## config.mk

```make
export PLATFORM = sky130hd
export DESIGN_NAME = eco_patch_logic_pipe
export DESIGN_NICKNAME = d
export VERILOG_FILES = /design/src/rtl/eco_pkg.sv /design/src/rtl/eco_pipe_stage.sv /design/src/rtl/eco_patch_logic_pipe.sv
export SDC_FILE = /design/constraint.sdc
export NUM_CORES = 1
export LEC_CHECK = 0
export CAP_MARGIN = 10
export CELL_PAD_IN_SITES_DETAIL_PLACEMENT = 1
export CELL_PAD_IN_SITES_GLOBAL_PLACEMENT = 1
export CORE_ASPECT_RATIO = 1.5
export CORE_UTILIZATION = 40
export CTS_CLUSTER_SIZE = 8
export DETAILED_ROUTE_END_ITERATION = 7
export GPL_TIMING_DRIVEN = 0
export PLACE_DENSITY = 0.82
export SKIP_LAST_GASP = 1
export SYNTH_ARGS = -nofsm -noshare
export SYNTH_HDL_FRONTEND = slang
export SYNTH_HIERARCHICAL = 1
export SYNTH_SLANG_ARGS = --single-unit
```

## constraint.sdc

```tcl
create_clock -name clk -period 2.6 [get_ports clk]
set_input_delay 0.65 -clock clk [delete_from_list [all_inputs] [get_ports clk]]
set_output_delay 0.65 -clock clk [all_outputs]
set_load 0.02 [all_outputs]
```

## src/rtl/eco_pkg.sv

```systemverilog
// eco_pkg: opcodes and patch-register selectors shared by the ECO logic pipe
package eco_pkg;
  typedef enum logic [2:0] {
    OP_AND    = 3'd0,
    OP_OR     = 3'd1,
    OP_NAND   = 3'd2,
    OP_NOR    = 3'd3,
    OP_XOR    = 3'd4,
    OP_XNOR   = 3'd5,
    OP_PASS_A = 3'd6,
    OP_NOT_A  = 3'd7
  } op_e;
  localparam logic [1:0] CFG_EN   = 2'd0;
  localparam logic [1:0] CFG_VAL  = 2'd1;
  localparam logic [1:0] CFG_MODE = 2'd2;
endpackage

```

## src/rtl/eco_pipe_stage.sv

```systemverilog
// eco_pipe_stage: one valid/ready register slice; loads when empty or when downstream takes its beat
module eco_pipe_stage #(
  parameter int DW = 4
) (
  input  logic          clk,
  input  logic          rst_n,
  input  logic          valid_i,
  output logic          ready_o,
  input  logic [DW-1:0] data_i,
  output logic          valid_o,
  input  logic          ready_i,
  output logic [DW-1:0] data_o
);
  logic          valid_q, valid_d;
  logic [DW-1:0] data_q, data_d;
  assign ready_o = !valid_q || ready_i;
  assign valid_d = ready_o ? valid_i : valid_q;
  assign data_d  = (ready_o && valid_i) ? data_i : data_q;
  always_ff @(posedge clk or negedge rst_n) begin
    if (!rst_n) begin
      valid_q <= 1'b0;
      data_q  <= '0;
    end else begin
      valid_q <= valid_d;
      data_q  <= data_d;
    end
  end
  assign valid_o = valid_q;
  assign data_o  = data_q;
endmodule

```

## src/rtl/eco_patch_logic_pipe.sv

```systemverilog
// eco_patch_logic_pipe: pipelined bitwise logic unit with a runtime per-bit ECO patch layer
module eco_patch_logic_pipe
  import eco_pkg::*;
#(
  parameter int WIDTH  = 3,
  parameter int STAGES = 1,
  parameter int CNT_W  = 16
) (
  input  logic             clk,
  input  logic             rst_n,
  input  logic             in_valid,
  output logic             in_ready,
  input  logic [WIDTH-1:0] in_a,
  input  logic [WIDTH-1:0] in_b,
  input  logic [2:0]       in_op,
  output logic             out_valid,
  input  logic             out_ready,
  output logic [WIDTH-1:0] out_y,
  input  logic             cfg_wr,
  input  logic [1:0]       cfg_sel,
  input  logic [WIDTH-1:0] cfg_data,
  input  logic             cfg_commit,
  output logic [CNT_W-1:0] hit_cnt,
  input  logic             hit_clr
);
  logic [WIDTH-1:0] sh_en_q, sh_val_q, sh_mode_q, sh_en_d, sh_val_d, sh_mode_d;
  logic [WIDTH-1:0] act_en_q, act_val_q, act_mode_q, act_en_d, act_val_d, act_mode_d;
  logic [WIDTH-1:0] raw, y;
  logic [CNT_W-1:0] hit_cnt_q, hit_cnt_d;
  logic             out_hit;
  logic             v   [STAGES+1];
  logic             rdy [STAGES+1];
  logic [WIDTH:0]   d   [STAGES+1];
  always_comb begin
    case (op_e'(in_op))
      OP_AND:    raw = in_a & in_b;
      OP_OR:     raw = in_a | in_b;
      OP_NAND:   raw = ~(in_a & in_b);
      OP_NOR:    raw = ~(in_a | in_b);
      OP_XOR:    raw = in_a ^ in_b;
      OP_XNOR:   raw = ~(in_a ^ in_b);
      OP_PASS_A: raw = in_a;
      default:   raw = ~in_a;
    endcase
  end
  // patch uses the active set registered at accept time, so a same-cycle commit only affects later beats
  assign y = (raw & ~act_en_q) | (act_en_q & ~act_mode_q & act_val_q) |
             (act_en_q & act_mode_q & (raw ^ act_val_q));
  assign v[0]        = in_valid;
  assign d[0]        = {|(y ^ raw), y};
  assign rdy[STAGES] = out_ready;
  assign in_ready    = rdy[0];
  for (genvar s = 0; s < STAGES; s++) begin : g_stage
    eco_pipe_stage #(.DW(WIDTH + 1)) u_stage (
      .clk     (clk),
      .rst_n   (rst_n),
      .valid_i (v[s]),
      .ready_o (rdy[s]),
      .data_i  (d[s]),
      .valid_o (v[s+1]),
      .ready_i (rdy[s+1]),
      .data_o  (d[s+1])
    );
  end
  assign out_valid        = v[STAGES];
  assign {out_hit, out_y} = d[STAGES];
  // commit reads the pre-write shadow, so a coincident write lands in the shadow only
  assign sh_en_d    = (cfg_wr && cfg_sel == CFG_EN)   ? cfg_data : sh_en_q;
  assign sh_val_d   = (cfg_wr && cfg_sel == CFG_VAL)  ? cfg_data : sh_val_q;
  assign sh_mode_d  = (cfg_wr && cfg_sel == CFG_MODE) ? cfg_data : sh_mode_q;
  assign act_en_d   = cfg_commit ? sh_en_q   : act_en_q;
  assign act_val_d  = cfg_commit ? sh_val_q  : act_val_q;
  assign act_mode_d = cfg_commit ? sh_mode_q : act_mode_q;
  assign hit_cnt_d  = hit_clr ? '0 :
                      (out_valid && out_ready && out_hit && !(&hit_cnt_q)) ? hit_cnt_q + 1'b1 :
                      hit_cnt_q;
  always_ff @(posedge clk or negedge rst_n) begin
    if (!rst_n) begin
      sh_en_q    <= '0;
      sh_val_q   <= '0;
      sh_mode_q  <= '0;
      act_en_q   <= '0;
      act_val_q  <= '0;
      act_mode_q <= '0;
      hit_cnt_q  <= '0;
    end else begin
      sh_en_q    <= sh_en_d;
      sh_val_q   <= sh_val_d;
      sh_mode_q  <= sh_mode_d;
      act_en_q   <= act_en_d;
      act_val_q  <= act_val_d;
      act_mode_q <= act_mode_d;
      hit_cnt_q  <= hit_cnt_d;
    end
  end
  assign hit_cnt = hit_cnt_q;
endmodule

```

Word level (Yosys, flattened, before mapping)
Cells that the tools add are included.

storage, ports and cells
  input bits = 21
  register bits after elaboration = 39
  output and inout port bits = 21
  logic and storage cells = 54

operators by class
  mux-type cells = 3
  bitwise logic cells = 18
  reduce and logical (&&, ||, !) cells = 15
  equality and inequality tests = 8
  add/subtract/negate cells = 1

operators with widths
  kind                     number
  $mux W16                 2
  $pmux W3 S7              1
  $and A3 B3 Y3            6
  $not A3 Y3               6
  $add A16 B1 Y16 const B  1
  $reduce_and A16 Y1       1
  $eq A3 B3 Y1 const B     3
  $or A3 B3 Y3             3
  $xor A3 B3 Y3            3
  $logic_and A1 B1 Y1      7
  $eq A3 B2 Y1 const B     2
  $eq A3 B1 Y1 const B     1
  $logic_not A3 Y1         1
  $reduce_or A3 Y1         1
  $eq A2 B1 Y1 const B     1
  $eq A2 B2 Y1 const B     1
  $logic_not A1 Y1         2
  $logic_not A2 Y1         1
  $reduce_bool A2 Y1       1
  $logic_or A1 B1 Y1       1

Depth between registers and ports, before layout
Gate-level depths: netlist (run 1).

  depth after elaboration = 8
  mapped depth = 8

Hierarchy
The synthesis (run 1) kept the hierarchy.

modules (own cells, without submodules)
  module                area an instance (um^2)  seq. area each (um^2)  cells an instance  instances
  eco_patch_logic_pipe  2133.3                   850.8                  215                1
  eco_pipe_stage        217.7                    125.1                  12                 1

Worst setup path before layout (run 1)
Ideal clock, no wire load.

  kind = in2reg
  start = input in_a[0]
  end = register g_stage[0].u_stage.data_q[3]
  slack = 0.306 ns
  stages = 8
  arrival time = 2.169 ns
  buffers on the path = 0
  library setup time = 0.125 ns
  cell sequence = inv_1 ha_1 and2_1 or4b_1 and4_1 o21ai_1 nand4_1 mux2_4

RTL lines
  what                    line                        RTL
  start: declaration      eco_patch_logic_pipe.sv:13  input logic [WIDTH-1:0] in_a,
  end signal: assignment  eco_pipe_stage.sv:25        data_q <= data_d;
  end: declaration        eco_pipe_stage.sv:15        logic [DW-1:0] data_q, data_d;

==> results of run 1 <==
## sequential cells by signal, summed over array words and instances, names as in the netlist
signal / flops
hit_cnt: 16
g_stage.u_stage/data_o: 4
act_en_q: 3
act_mode_q: 3
act_val_q: 3
sh_en_q: 3
sh_mode_q: 3
sh_val_q: 3
g_stage.u_stage/valid_o: 1
## through the flow
| stage | instances | util | setup TNS, ns |
|---|---|---|---|
| floorplan | 227 | - | 0 |
| global placement | 336 | 0.508 | -3.13 |
| detailed placement | 336 | 0.507 | -0.802 |
| CTS | 344 | 0.525 | 0 |
| global route | 344 | 0.532 | -0.0133 |
| finish | 344 | 0.532 | 0 |
## power by group through the flow
stage                     Clock, uW  Sequential (uW)  Combinational, uW
after floorplan                   0              795                247
after global placement            0              785                408
after detailed placement          0              795                424
after CTS                       420              785                433
after global routing            439              802                484
final                           411              788                440
## path summary, 6_finish.rpt
path	depth (start not counted)	endpoint
setup / recovery	8	g_stage[0].u_stage/data_o[3]
hold / removal	1	hit_cnt[9]
setup reg to reg	7	hit_cnt[10]
hold reg to reg	1	sh_val_q[2]
max in group asynchronous	1	sh_en_q[0]
min in group clk	1	sh_val_q[2]
## worst register-to-register path, stage by stage (launching register included)
cell and delay, ns:
dfrtp_1 0.44, ha_1 0.29, inv_1 0.09, nor3_2 0.23
buf_2 0.27, and4bb_1 0.25, xnor2_1 0.13, nor2_1 0.06
## timing repair
item                                    CTS  global route
pin swaps                                 5             1
endpoints found under the setup margin    2             1
gates resized for setup                   9             6
setup buffers                             0             0
cloned                                    0             0
## layer usage
layer,global-route usage,up-vias,share of wire
met5,0,-,0
met4,0.0630,0,0.013
met3,0.0296,7,0.021
met2,0.398,36,0.59
met1,0.205,940,0.38
li1,-,902,-
## kinds of logic after synthesis
kind of cell    count (synthesis)  synth area share
fa+ha+maj                       7            0.0373
compound gates                 33             0.112
simple gates                   90             0.220
xor+xnor                       17            0.0633
mux                            25             0.124
buf+inv                        16            0.0277
flops                          39             0.415
## synth_stat cells (5+ instances only)
library cell and instances:
xor2_1 6, nand3_1 8, nand4_1 7, mux2_2 17
nand2_1 16, a21oi_1 5, dfrtp_1 39, inv_1 9
ha_1 7, nor2_1 22, xnor2_1 11
## layout make-up
type,instances,share of cell area
Buffer,7,0.0106
Tap cell,70,0.0296
Inverter,9,0.0114
Multi-Input combinational cell,172,0.459
Sequential cell,39,0.329
Timing Repair Buffer,39,0.130
Clock inverter,3,0.00676
Clock buffer,5,0.0232
==> results.json, run 1 <==
{
  "layout.cells.most_common": "dfrtp_1",
  "cts_tree": "built",
  "diodes": 0,
  "p_int_uw": 1120,
  "finalSetupViolations": 0,
  "p_sw_uw": 517,
  "yosys.area.top_type_share": 0.415,
  "crit_path_start": "in_op[1]",
  "first_global_vias": 2031,
  "antenna_found_initial": 0,
  "drt_iter0_markers": 81,
  "wl_per_cell_um": 15.8,
  "pre_cts_ws_ns": -0.411,
  "vias": 1885,
  "antenna_left": 0,
  "core_um2": 5570,
  "via_per_inst": 5.48,
  "holdWs_ns": 0.469,
  "ios": 42,
  "die-area_um2": 6190,
  "maxCapViolCount": 0,
  "skew_ns": 0.00455,
  "crit_slowest_cell": "clkdlybuf4s50_1",
  "clk_path_buf_depth": 2,
  "grt_first_pass_wirelength_um": 9450,
  "max_freq_ghz": 0.396,
  "clk_latency_ns": 0.29,
  "finalPower_uw": 1640,
  "grt_use_total": 0.198,
  "ff_latch_area_um2": 976,
  "dp_hpwl_um": 4190,
  "design_area_um2": 2960,
  "yosysWarnings": 6,
  "switching_share": 0.316,
  "globalRouteOverflowTotal": 0,
  "place_area_um2": 2820,
  "setup_ws_ns": 0.0775,
  "status": "finished clean",
  "arrival_ns": 2.70,
  "synth-edff-count": 0,
  "worstMarginPinSlew_ns": 0.868,
  "r2r_slack_ns": 0.71,
  "synth_seq_cells": 39,
  "fp-row-count": 33,
  "syn_to_final_growth_pct": 26.0,
  "synth-seq-area-share": 0.415,
  "wl_um": 5450,
  "seqPwrFrac": 0.481,
  "numClockSinks": 39,
  "drt-pass1-iter-count": 4,
  "crit_required_ns": 2.78,
  "ys_types": 53,
  "cts-root-buf": "clkbuf_8",
  "dieWidth_um": 64.6,
  "die_h_um": 95.9,
  "synth.cell_area_um2": 2350,
  "htreeDepth": 2,
  "slew_viol_final": 0,
  "fill_cells": 629,
  "drive_gt1_frac": 0.212,
  "dominantRegCellSynth": "dfrtp_1",
  "synth_cells": 227,
  "critical_path.cell_chain": "clkdlybuf4s50_1, buf_2, mux2i_4, mux2i_1, a31oi_1, o21ai_2, nand4_1, mux2_4",
  "cts_hold_buf": 0,
  "numCtsBuffers": 5,
  "powerDensity_nw_per_um2": 553,
  "max_stage_delay_ns": 0.46,
  "layout.nets": 301,
  "hold_violations": 0,
  "initial_core_util": 0.422,
  "r2r-start": "hit_cnt[0]",
  "portBuffers": 39,
  "ir_drop_v": 0.000371,
  "cp-end-kind": "register",
  "p_clk_frac": 0.251,
  "grt_max_degree": 40,
  "syn-num-nets": 255,
  "hp-class": "in2async",
  "avgSynthCellArea_um2": 10.4,
  "ys_async_sr_fraction": 1.00,
  "gp_congestion": 0.753,
  "fin_crit_ns": 2.52,
  "cp_top_family": "multiplexers",
  "start_kind": "input pin",
  "synth_top_cell_by_area": "dfrtp_1",
  "clk_pin_slew_worst_paths_ns": 0.08,
  "drcViolationCount": 0,
  "final_cell_mix": "dfrtp_1 (39), clkdlybuf4s50_1 (34), nor2_1 (22), mux2_2 (17), nand2_1 (16)",
  "path_max_fanout": 10,
  "leakagePower_uw": 0.00124,
  "power_frac_comb": 0.268,
  "worstPathBufferInverterCount": 2,
  "maxSlewHeadroom": 0.421,
  "multiInputGateArea_um2": 1360,
  "min_period_over_period": 0.970,
  "timing_worst_setup_path_type": "in2reg",
  "synthTopCellsByArea": "dfrtp_1 (42%), mux2_2 (8.1%), xnor2_1 (4.1%)"
}
Note: power is estimated with default switching activity, not from simulation.
==> inputs of run 2 (changes only) <==
Clock period 2.6 ns to 3.2 ns, I/O delays scaled along.
==> results.json, run 2 (synthesis gave the netlist of run 1 again) <==
{
  "min_from": "sh_val_q[2]",
  "r2r_slack_ns": 1.25,
  "setup_ws_ns": 0.276,
  "timing_worst_setup_path_type": "in2reg",
  "numCtsBuffers": 5,
  "p_sw_uw": 409,
  "cts-root-buf": "clkbuf_8",
  "max_freq_ghz": 0.342,
  "die_h_um": 95.9,
  "htreeDepth": 2,
  "r2r-start": "act_mode_q[0]",
  "first_global_vias": 2004,
  "vias": 1869,
  "gp_congestion": 0.753,
  "die-area_um2": 6190,
  "initial_core_util": 0.422,
  "fin_tns_setup_ns": 0,
  "layout.nets": 301,
  "hold_path_depth": 1,
  "dp_hpwl_um": 4190,
  "drcViolationCount": 0,
  "hp-class": "reg2reg",
  "cts_tree": "built",
  "globalRouteOverflowTotal": 0,
  "drive_gt1_frac": 0.179,
  "clk_pin_slew_worst_paths_ns": 0.08,
  "cts_hold_buf": 0,
  "rsz0062_at_grt": "no",
  "antenna_left": 0,
  "p_int_uw": 904,
  "power_frac_comb": 0.260,
  "cp-end-kind": "register",
  "fill_cells": 636,
  "cts_setup_buffers": 0,
  "cts-resized-gates": 0,
  "via_per_inst": 5.43,
  "p_clk_frac": 0.254,
  "largest_reg_flops": 16,
  "layout.cells.most_common": "dfrtp_1",
  "clk_path_buf_depth": 2,
  "worstHoldEndpoint": "sh_val_q[2]",
  "max_stage_delay_ns": 0.52,
  "worstMarginPinSlew_ns": 0.868,
  "grt_max_degree": 40,
  "status": "finished clean",
  "diodes": 0,
  "dieWidth_um": 64.6,
  "antenna_found_initial": 0,
  "cp_top_family": "simple AND/OR/NAND/NOR gates",
  "pre_cts_ws_ns": 0.0386,
  "wl_per_cell_um": 15.7,
  "core_um2": 5570,
  "drt-pass1-iter-count": 4,
  "syn_to_final_growth_pct": 23.9,
  "crit_slowest_cell": "clkdlybuf4s50_1",
  "finalSetupViolations": 0,
  "reg2reg_to": "g_stage[0].u_stage/data_o[3]",
  "grt_first_pass_wirelength_um": 9380,
  "min_period_over_period": 0.914,
  "portBuffers": 39,
  "slew_viol_final": 0,
  "arrival_ns": 3.10,
  "drt_iter0_markers": 87,
  "ios": 42,
  "crit_required_ns": 3.38,
  "powerDensity_nw_per_um2": 451,
  "final_cell_mix": "dfrtp_1 (39), clkdlybuf4s50_1 (38), nor2_1 (22), mux2_2 (17), nand2_1 (16)",
  "worstPathBufferInverterCount": 2,
  "grt_use_total": 0.196,
  "hold_violations": 0,
  "rr_worst_depth": 5,
  "maxSlewHeadroom": 0.421,
  "fin_util": 0.523,
  "seqPwrFrac": 0.485,
  "ir_drop_v": 0.000300,
  "fin_crit_ns": 2.92,
  "leakagePower_uw": 0.00122,
  "switching_share": 0.312,
  "fp-row-count": 33,
  "clk_latency_ns": 0.29,
  "wl_um": 5390,
  "path_max_fanout": 4,
  "maxCapViolCount": 0,
  "holdWs_ns": 0.507,
  "critical_path.cell_chain": "clkdlybuf4s50_1, inv_1, ha_1, and2_1, or4b_1, and4_1, o21ai_1, nand4_1, mux2_4",
  "start_kind": "input pin",
  "skew_ns": 0.00579,
  "numClockSinks": 39
}
run 2: cell types whose count changed in the layout (fill, tap and decap cells not counted), moves of 2 or more:
| cell | change |
|---|---|
| a2bb2oi_1 | +2 |
| a2bb2oi_2 | -2 |
| clkdlybuf4s50_1 | +4 |
| dlygate4sd2_1 | -3 |
| o21ai_1 | +2 |
| o21ai_2 | -2 |
run 2: layout make-up:
type / count / area [um^2] / area share
clock inverter: 3 / 20.0 / 0.00687
tap: 70 / 87.6 / 0.0301
buffer: 7 / 31.3 / 0.0107
sequential: 39 / 976 / 0.335
timing repair buffer: 39 / 385 / 0.132
clock buffer: 5 / 68.8 / 0.0236
inverter: 9 / 33.8 / 0.0116
multi-input combinational: 172 / 1310 / 0.450
run 2: power by group through the flow:
stage | sequential [uW] | clock [uW] | combinational (uW)
finish | 637 | 334 | 342
global placement | 638 | 0 | 331
CTS | 637 | 342 | 349
floorplan | 646 | 0 | 201
global route | 648 | 357 | 379
detailed placement | 646 | 0 | 345
run 2: worst max path at each step:
stage               slack, ns  cells past startpoint    start                           end
floorplan                0.76                      8  in_a[0]  g_stage[0].u_stage/data_o[3]
global placement         0.08                      9  in_a[0]  g_stage[0].u_stage/data_o[3]
detailed placement       0.04                      9  in_a[0]  g_stage[0].u_stage/data_o[3]
CTS                      0.27                      9  in_a[0]  g_stage[0].u_stage/data_o[3]
global route             0.13                      9  in_a[0]  g_stage[0].u_stage/data_o[3]
finish                   0.28                      9  in_a[0]  g_stage[0].u_stage/data_o[3]
run 2: through the flow:
step | instance area [um^2] | power, uW | std cells
finish | 2910 | 1310 | 344
global route | 2910 | 1380 | 344
CTS | 2910 | 1330 | 344
detailed placement | 2820 | 990 | 336
global placement | 2830 | 970 | 336
floorplan | 2350 | 847 | 227
run 2: layer usage:
layer  vias up  GRT usage  share of wire
met3         8     0.0284          0.023
met2        36      0.401           0.58
met5         -          0              0
li1        904          -              -
met1       921      0.204           0.39
met4         0     0.0500         0.0098
